## src/rtl/imm_gen.sv

```systemverilog
// RV32I immediate generator (ID stage) with the ID/EX immediate/offset register.
// Optional macro IMMGEN_ILLEGAL_EN adds illegal_id / illegal_ex opcode flags.
module imm_gen #(
  parameter int XLEN = 32
) (
  input  logic            clk,
  input  logic            rst,
  input  logic [31:0]     inst,
  input  logic            stall,
  input  logic            flush,
`ifdef IMMGEN_ILLEGAL_EN
  output logic            illegal_id,
  output logic            illegal_ex,
`endif
  output logic [XLEN-1:0] Imm_id,
  output logic [XLEN-1:0] offset,
  output logic [XLEN-1:0] Imm_ex,
  output logic [XLEN-1:0] offset_ex
);

  localparam logic [6:0] OP_LOAD     = 7'b0000011;
  localparam logic [6:0] OP_MISC_MEM = 7'b0001111;
  localparam logic [6:0] OP_OP_IMM   = 7'b0010011;
  localparam logic [6:0] OP_AUIPC    = 7'b0010111;
  localparam logic [6:0] OP_STORE    = 7'b0100011;
  localparam logic [6:0] OP_OP       = 7'b0110011;
  localparam logic [6:0] OP_LUI      = 7'b0110111;
  localparam logic [6:0] OP_BRANCH   = 7'b1100011;
  localparam logic [6:0] OP_JALR     = 7'b1100111;
  localparam logic [6:0] OP_JAL      = 7'b1101111;
  localparam logic [6:0] OP_SYSTEM   = 7'b1110011;

  logic [6:0]      opcode_s;
  logic [2:0]      funct3_s;
  logic [XLEN-1:0] imm_s;
  logic [XLEN-1:0] off_s;
  logic            illegal_s;

  assign opcode_s = inst[6:0];
  assign funct3_s = inst[14:12];

  // Format decode: immediate, control-transfer offset and legality of the opcode.
  always_comb begin
    imm_s     = 32'd0;
    off_s     = 32'd0;
    illegal_s = 1'b0;
    case (opcode_s)
      OP_LOAD, OP_MISC_MEM, OP_SYSTEM: begin
        imm_s = {{20{inst[31]}}, inst[31:20]};
      end
      OP_OP_IMM: begin
        // Shift amounts are unsigned; the upper funct7 bits are not part of the value.
        if ((funct3_s == 3'b001) || (funct3_s == 3'b101)) begin
          imm_s = {27'd0, inst[24:20]};
        end else begin
          imm_s = {{20{inst[31]}}, inst[31:20]};
        end
      end
      OP_JALR: begin
        imm_s = {{20{inst[31]}}, inst[31:20]};
        off_s = {{20{inst[31]}}, inst[31:20]};
      end
      OP_STORE: begin
        imm_s = {{20{inst[31]}}, inst[31:25], inst[11:7]};
      end
      OP_BRANCH: begin
        imm_s = {{19{inst[31]}}, inst[31], inst[7], inst[30:25], inst[11:8], 1'b0};
        off_s = {{19{inst[31]}}, inst[31], inst[7], inst[30:25], inst[11:8], 1'b0};
      end
      OP_JAL: begin
        imm_s = {{11{inst[31]}}, inst[31], inst[19:12], inst[20], inst[30:21], 1'b0};
        off_s = {{11{inst[31]}}, inst[31], inst[19:12], inst[20], inst[30:21], 1'b0};
      end
      OP_LUI, OP_AUIPC: begin
        imm_s = {inst[31:12], 12'd0};
      end
      OP_OP: begin
        imm_s = 32'd0;
      end
      default: begin
        // Covers every non-RV32I opcode, including all with inst[1:0] != 2'b11.
        illegal_s = 1'b1;
      end
    endcase
  end

  assign Imm_id = imm_s;
  assign offset = off_s;

  logic [XLEN-1:0] imm_r;
  logic [XLEN-1:0] off_r;
  logic            illegal_r;

  // ID/EX register: reset and flush clear, stall holds, otherwise capture.
  always_ff @(posedge clk or posedge rst) begin
    if (rst) begin
      imm_r     <= 32'd0;
      off_r     <= 32'd0;
      illegal_r <= 1'b0;
    end else if (flush) begin
      imm_r     <= 32'd0;
      off_r     <= 32'd0;
      illegal_r <= 1'b0;
    end else if (!stall) begin
      imm_r     <= imm_s;
      off_r     <= off_s;
      illegal_r <= illegal_s;
    end else begin
      imm_r     <= imm_r;
      off_r     <= off_r;
      illegal_r <= illegal_r;
    end
  end

  assign Imm_ex    = imm_r;
  assign offset_ex = off_r;

`ifdef IMMGEN_ILLEGAL_EN
  assign illegal_id = illegal_s;
  assign illegal_ex = illegal_r;
`else
  logic unused_s;
  assign unused_s = illegal_s ^ illegal_r;
`endif

endmodule

```

## config.mk

```make
export PLATFORM = sky130hd
export DESIGN_NAME = imm_gen
export DESIGN_NICKNAME = d
export VERILOG_FILES = /design/src/rtl/imm_gen.sv
export SDC_FILE = /design/constraint.sdc
export NUM_CORES = 1
export LEC_CHECK = 0
export CORE_ASPECT_RATIO = 1.75
export CORE_MARGIN = 2
export CORE_UTILIZATION = 30
export DETAILED_ROUTE_END_ITERATION = 8
export PLACE_DENSITY = 0.74
export SYNTH_ARGS = -nofsm -noshare
export SYNTH_HDL_FRONTEND = slang
export SYNTH_SLANG_ARGS = --single-unit
```

## constraint.sdc

```tcl
create_clock -name clk -period 5.6 [get_ports clk]
set_clock_uncertainty 0.15 [all_clocks]
set_input_delay 1.12 -clock clk [delete_from_list [all_inputs] [get_ports clk]]
set_output_delay 1.12 -clock clk [all_outputs]
set_load 0.03 [all_outputs]
```

; After elaboration in Yosys (flattened, before gate mapping)
; Cells that the tools add are included.
[word_totals]
ff_bits = 64
in_bits = 36
output_inout_bits = 128
wordCells = 25
[op_classes]
n_eq_ne = 13
n_mux = 7
n_reduce_logical = 3
[op_table]
columns = cell, n
row1 = one-hot mux 32 bit (6 select lines), 1
row2 = 2-to-1 mux 32 bit, 5
row3 = one-hot mux 32 bit (3 select lines), 1
row4 = "equality test 7 bit, second input constant", 4
row5 = "equality test 7 x 5 -> 1 bit, second input constant", 2
row6 = "equality test 7 x 6 -> 1 bit, second input constant", 2
row7 = "equality test 7 x 2 -> 1 bit, second input constant", 1
row8 = "equality test 7 x 4 -> 1 bit, second input constant", 1
row9 = OR reduction 4 bit, 1
row10 = "equality test 3 x 1 -> 1 bit, second input constant", 1
row11 = "equality test 3 bit, second input constant", 1
row12 = "!= test 2 x 1 -> 1 bit, second input constant", 1
row13 = OR reduction 2 bit, 1
row14 = logical OR 1 bit, 1

; Depth between registers and ports, before layout
[depth]
word_depth = 6
ltp_mapped = 7

; Least setup slack after synthesis
; OpenSTA, ideal clock, no wires.
[synth_path]
kind = input -> output
startpoint = input inst[4]
endpoint = output offset[21]
arrival_ns = 3.752
t_required_ns = 4.330
path_slack_ns = 0.578
stages = 4
path_cell_list = buf_2 > nand3b_1 > nor4_1 > buf_4
[synth_between]
elab_chain_len = 2
elab_cells_between_ends = 4
cone_classes = eq/ne: 3 / mux: 1
[synth_lines]
columns = element, line_no
row1 = "start, declared", 8  ; input logic [31:0] inst,
row2 = equality test 7 bit, 47  ; case (opcode_s)
row3 = one-hot mux 32 bit (3 select lines) *, 47
row4 = "end, declared", 16  ; output logic [XLEN-1:0] offset,
; Mark *: on every way between the ends. The rest lies on a longest branch, timed or not.

; Final worst setup path
[layout_path]
startpoint = input inst[6]
endpoint = output offset[7]
; The elaborated chain is that of the path after synthesis.

==> run metrics <==
Peak supply drop=0.000111 V; Layout fillers=1046; top cell type by total area after synthesis=dfrtp_1; H-Tree Depth=2; Fin. Hold Viols=0; most frequent cell after synthesis=nand2_1; Worst Tran Pin Value=1140 ps; Mapped Cells=370; core area=0.0106 mm^2; Synth cell types=50; Pwr Density=186 mW/mm^2; Critical Path RT=4330 ps; CTS Sinks=53; crit-path max cell delay=780 ps; # diodes=0; startpoint types=primary input; Hold Path Class=register to register; RePlAce Congestion=0.828; f_max=194 MHz; most frequent cell on the critical path=clkdlybuf4s50_1; number of flops mapped to enable cells by yosys=0; ranking of synthesized cells by area=dfrtp_1 (41%), nand2_1 (8.9%), buf_4 (5.4%), a311oi_2 (4.2%), a21oi_1 (3.6%); r2r setup slk=4570 ps; mean post-synth cell area=8.66 um^2; first-pass GRT wire length=16500 um; critical path type=primary input to output pin; post-synthesis sequential area ratio=41.4%; Hold Crit Depth=1; I/O pin count=164; total die area=0.0116 mm^2; Rows=50; share of cells above drive strength 1=8.03%; mapped cell area=0.00321 mm^2; largest net degree at the start of global routing=55; CP delay by family, top=buffers and inverters; Initial Util=30.3%; Post-CTS Setup Inserts=0; syn_nets=406; DP HPWL=8170 um; chip height=141 um; port buffer count=163; Num CTS Buffers=5; hold buffers post-CTS=0; Tot GR Track Use=18.5%; Worst Path Buf+Inv=2; WL/cell=17.0 um; # resized after CTS=0; synth warn=0; clk buf depth=2; root buffer cell=clkbuf_16; Pleak=2.16 nW; Worst R2R Start=offset_ex[30]$_DFFE_PP0P_; DR vias/cell=5.06; total of max-cap violations=0; R2R depth=2; vias in the first global route=3137; multi-input logic area=0.00156 mm^2; minimum clock period after layout=5150 ps; Post-synth top cells=nand2_1 (76), dfrtp_1 (53), nor2_1 (26), a21oi_1 (23), buf_4 (23); Arr. time, crit path=3880 ps; area grow syn2layout=53.7%; worst hold slack=365 ps; fin nets=533; CTS tree=done; CP Cell Sequence=clkdlybuf4s50_1, nand3b_1, nor3_1, and2_1, clkdlybuf4s50_1; WHS Endpoint=offset_ex[11]$_DFFE_PP0P_; Worst Min Path Start=offset_ex[11]$_DFFE_PP0P_; RR Endpoint=offset_ex[30]$_DFFE_PP0P_; outcome=finished clean; vias=3179; final worst-path cycle share=91.9%; share of synthesized registers carrying an async set or reset=100%; Slew Viols, Final=0; Worst-path clk slew=60 ps; TNS Setup=0 ps; final WL=10700 um; Slowest-stage cell, CP=clkdlybuf4s50_1; Die X=82.1 um; unrepaired setup endpoints after global routing=false; Synth top area share=41.4%; register bit total from synthesis=53; drt pass-1 iters=4; clk_lat worst skew=290 ps; Main synth FF type=dfrtp_1; grt ovf=0; Slew headroom=24.2%; Antenna Nets Post-Route=0; antenna violations before repair=0; Final setup viols=0; Initial DRC Count=121; storage element area=0.00133 mm^2; DRC viols=0; CP Capture Type=output pin; Critical Path Fanout Max=14
-- kinds of logic (layout without fill, tap and decap cells) --
family | after synthesis | in the layout | share of synthesized area (%)
AND/OR/NAND/NOR | 149 | 149 | 21.3
buffers and inverters | 62 | 190 | 10.5
multiplexers | 9 | 9 | 2.81
XOR/XNOR | 1 | 1 | 0.273
flip-flops | 53 | 53 | 41.4
AO/OA/AOI/OAI | 96 | 96 | 23.8
-- state kept, by name (all words and copies together) (netlist names) --
signal / count
Imm_ex: 32
offset_ex: 21
-- through the flow --
stage	instances	power [mW]	cell area [um^2]	util (%)	setup slack (ps)
floorplan	370	0.515	3210	-	578
global placement	620	0.598	4770	45.1	507
finish	628	0.917	4930	46.6	454
CTS	628	0.931	4930	46.6	479
global route	628	0.957	4930	46.6	283
detailed placement	620	0.602	4770	45.1	481
-- where the power goes --
group | switching, mW | internal, mW | total (mW)
logic | 0.116 | 0.0774 | 0.193
clock network | 0.134 | 0.190 | 0.323
registers | 0.00611 | 0.394 | 0.400
-- layout make-up --
cell class                 count  share of cell area, %
clock buffer                   7                   3.10
clock inverter                 1                  0.102
inverter                      11                  0.838
multi-input combinational    255                   31.6
sequential                    53                   26.9
tap                          130                   3.30
timing repair buffer         171                   34.2
-- per-layer routing --
layer  GRT usage (%)  wire length (um)  up-vias
li1                -                 -     1511
met1            20.1              3830     1487
met2            33.7              5770      143
met3            2.37               513       38
met4            9.74               537        0
met5               0                 0        -
-- cells in the final DEF, fill, tap and decap left out, types with 2 or more instances in the layout --
cell             synthesis  final
clkdlybuf4s50_1          0    161
nand2_1                 76     76
dfrtp_1                 53     53
nor2_1                  26     26
a21oi_1                 23     23
and2_1                  15     15
o21bai_1                12     12
a31oi_1                 12     12
nand3_1                  9      9
inv_1                   10      9
mux2i_1                  9      9
a311oi_2                 9      9
buf_4                   23      9
a21o_1                   8      8
o21a_1                   6      6
a22o_1                   5      5
clkbuf_16                0      5
nor2b_1                  3      3
nor3_1                   4      3
or2_2                    2      2
a211o_1                  2      2
inv_2                    1      2
o21ai_0                  2      2
nor4_1                   3      2
o211a_1                  2      2
and3_1                   2      2
nor4_2                   1      2
a22oi_1                  2      2
a32oi_1                  2      2
a311oi_1                 2      2
clkbuf_8                 0      2
-- worst max-delay path by stage --
stage / from / to / slack [ps] / cells after the start
6_report: inst[6] / offset[7] / 450 / 5
5_1_grt: inst[6] / offset[7] / 280 / 5
4_1_cts: inst[6] / offset[7] / 480 / 5
3_5_place_dp: inst[6] / offset[7] / 480 / 5
3_3_place_gp: inst[6] / offset[9] / 510 / 5
2_1_floorplan: inst[4] / offset[21] / 580 / 4
Note: power is estimated with default switching activity, not from simulation.
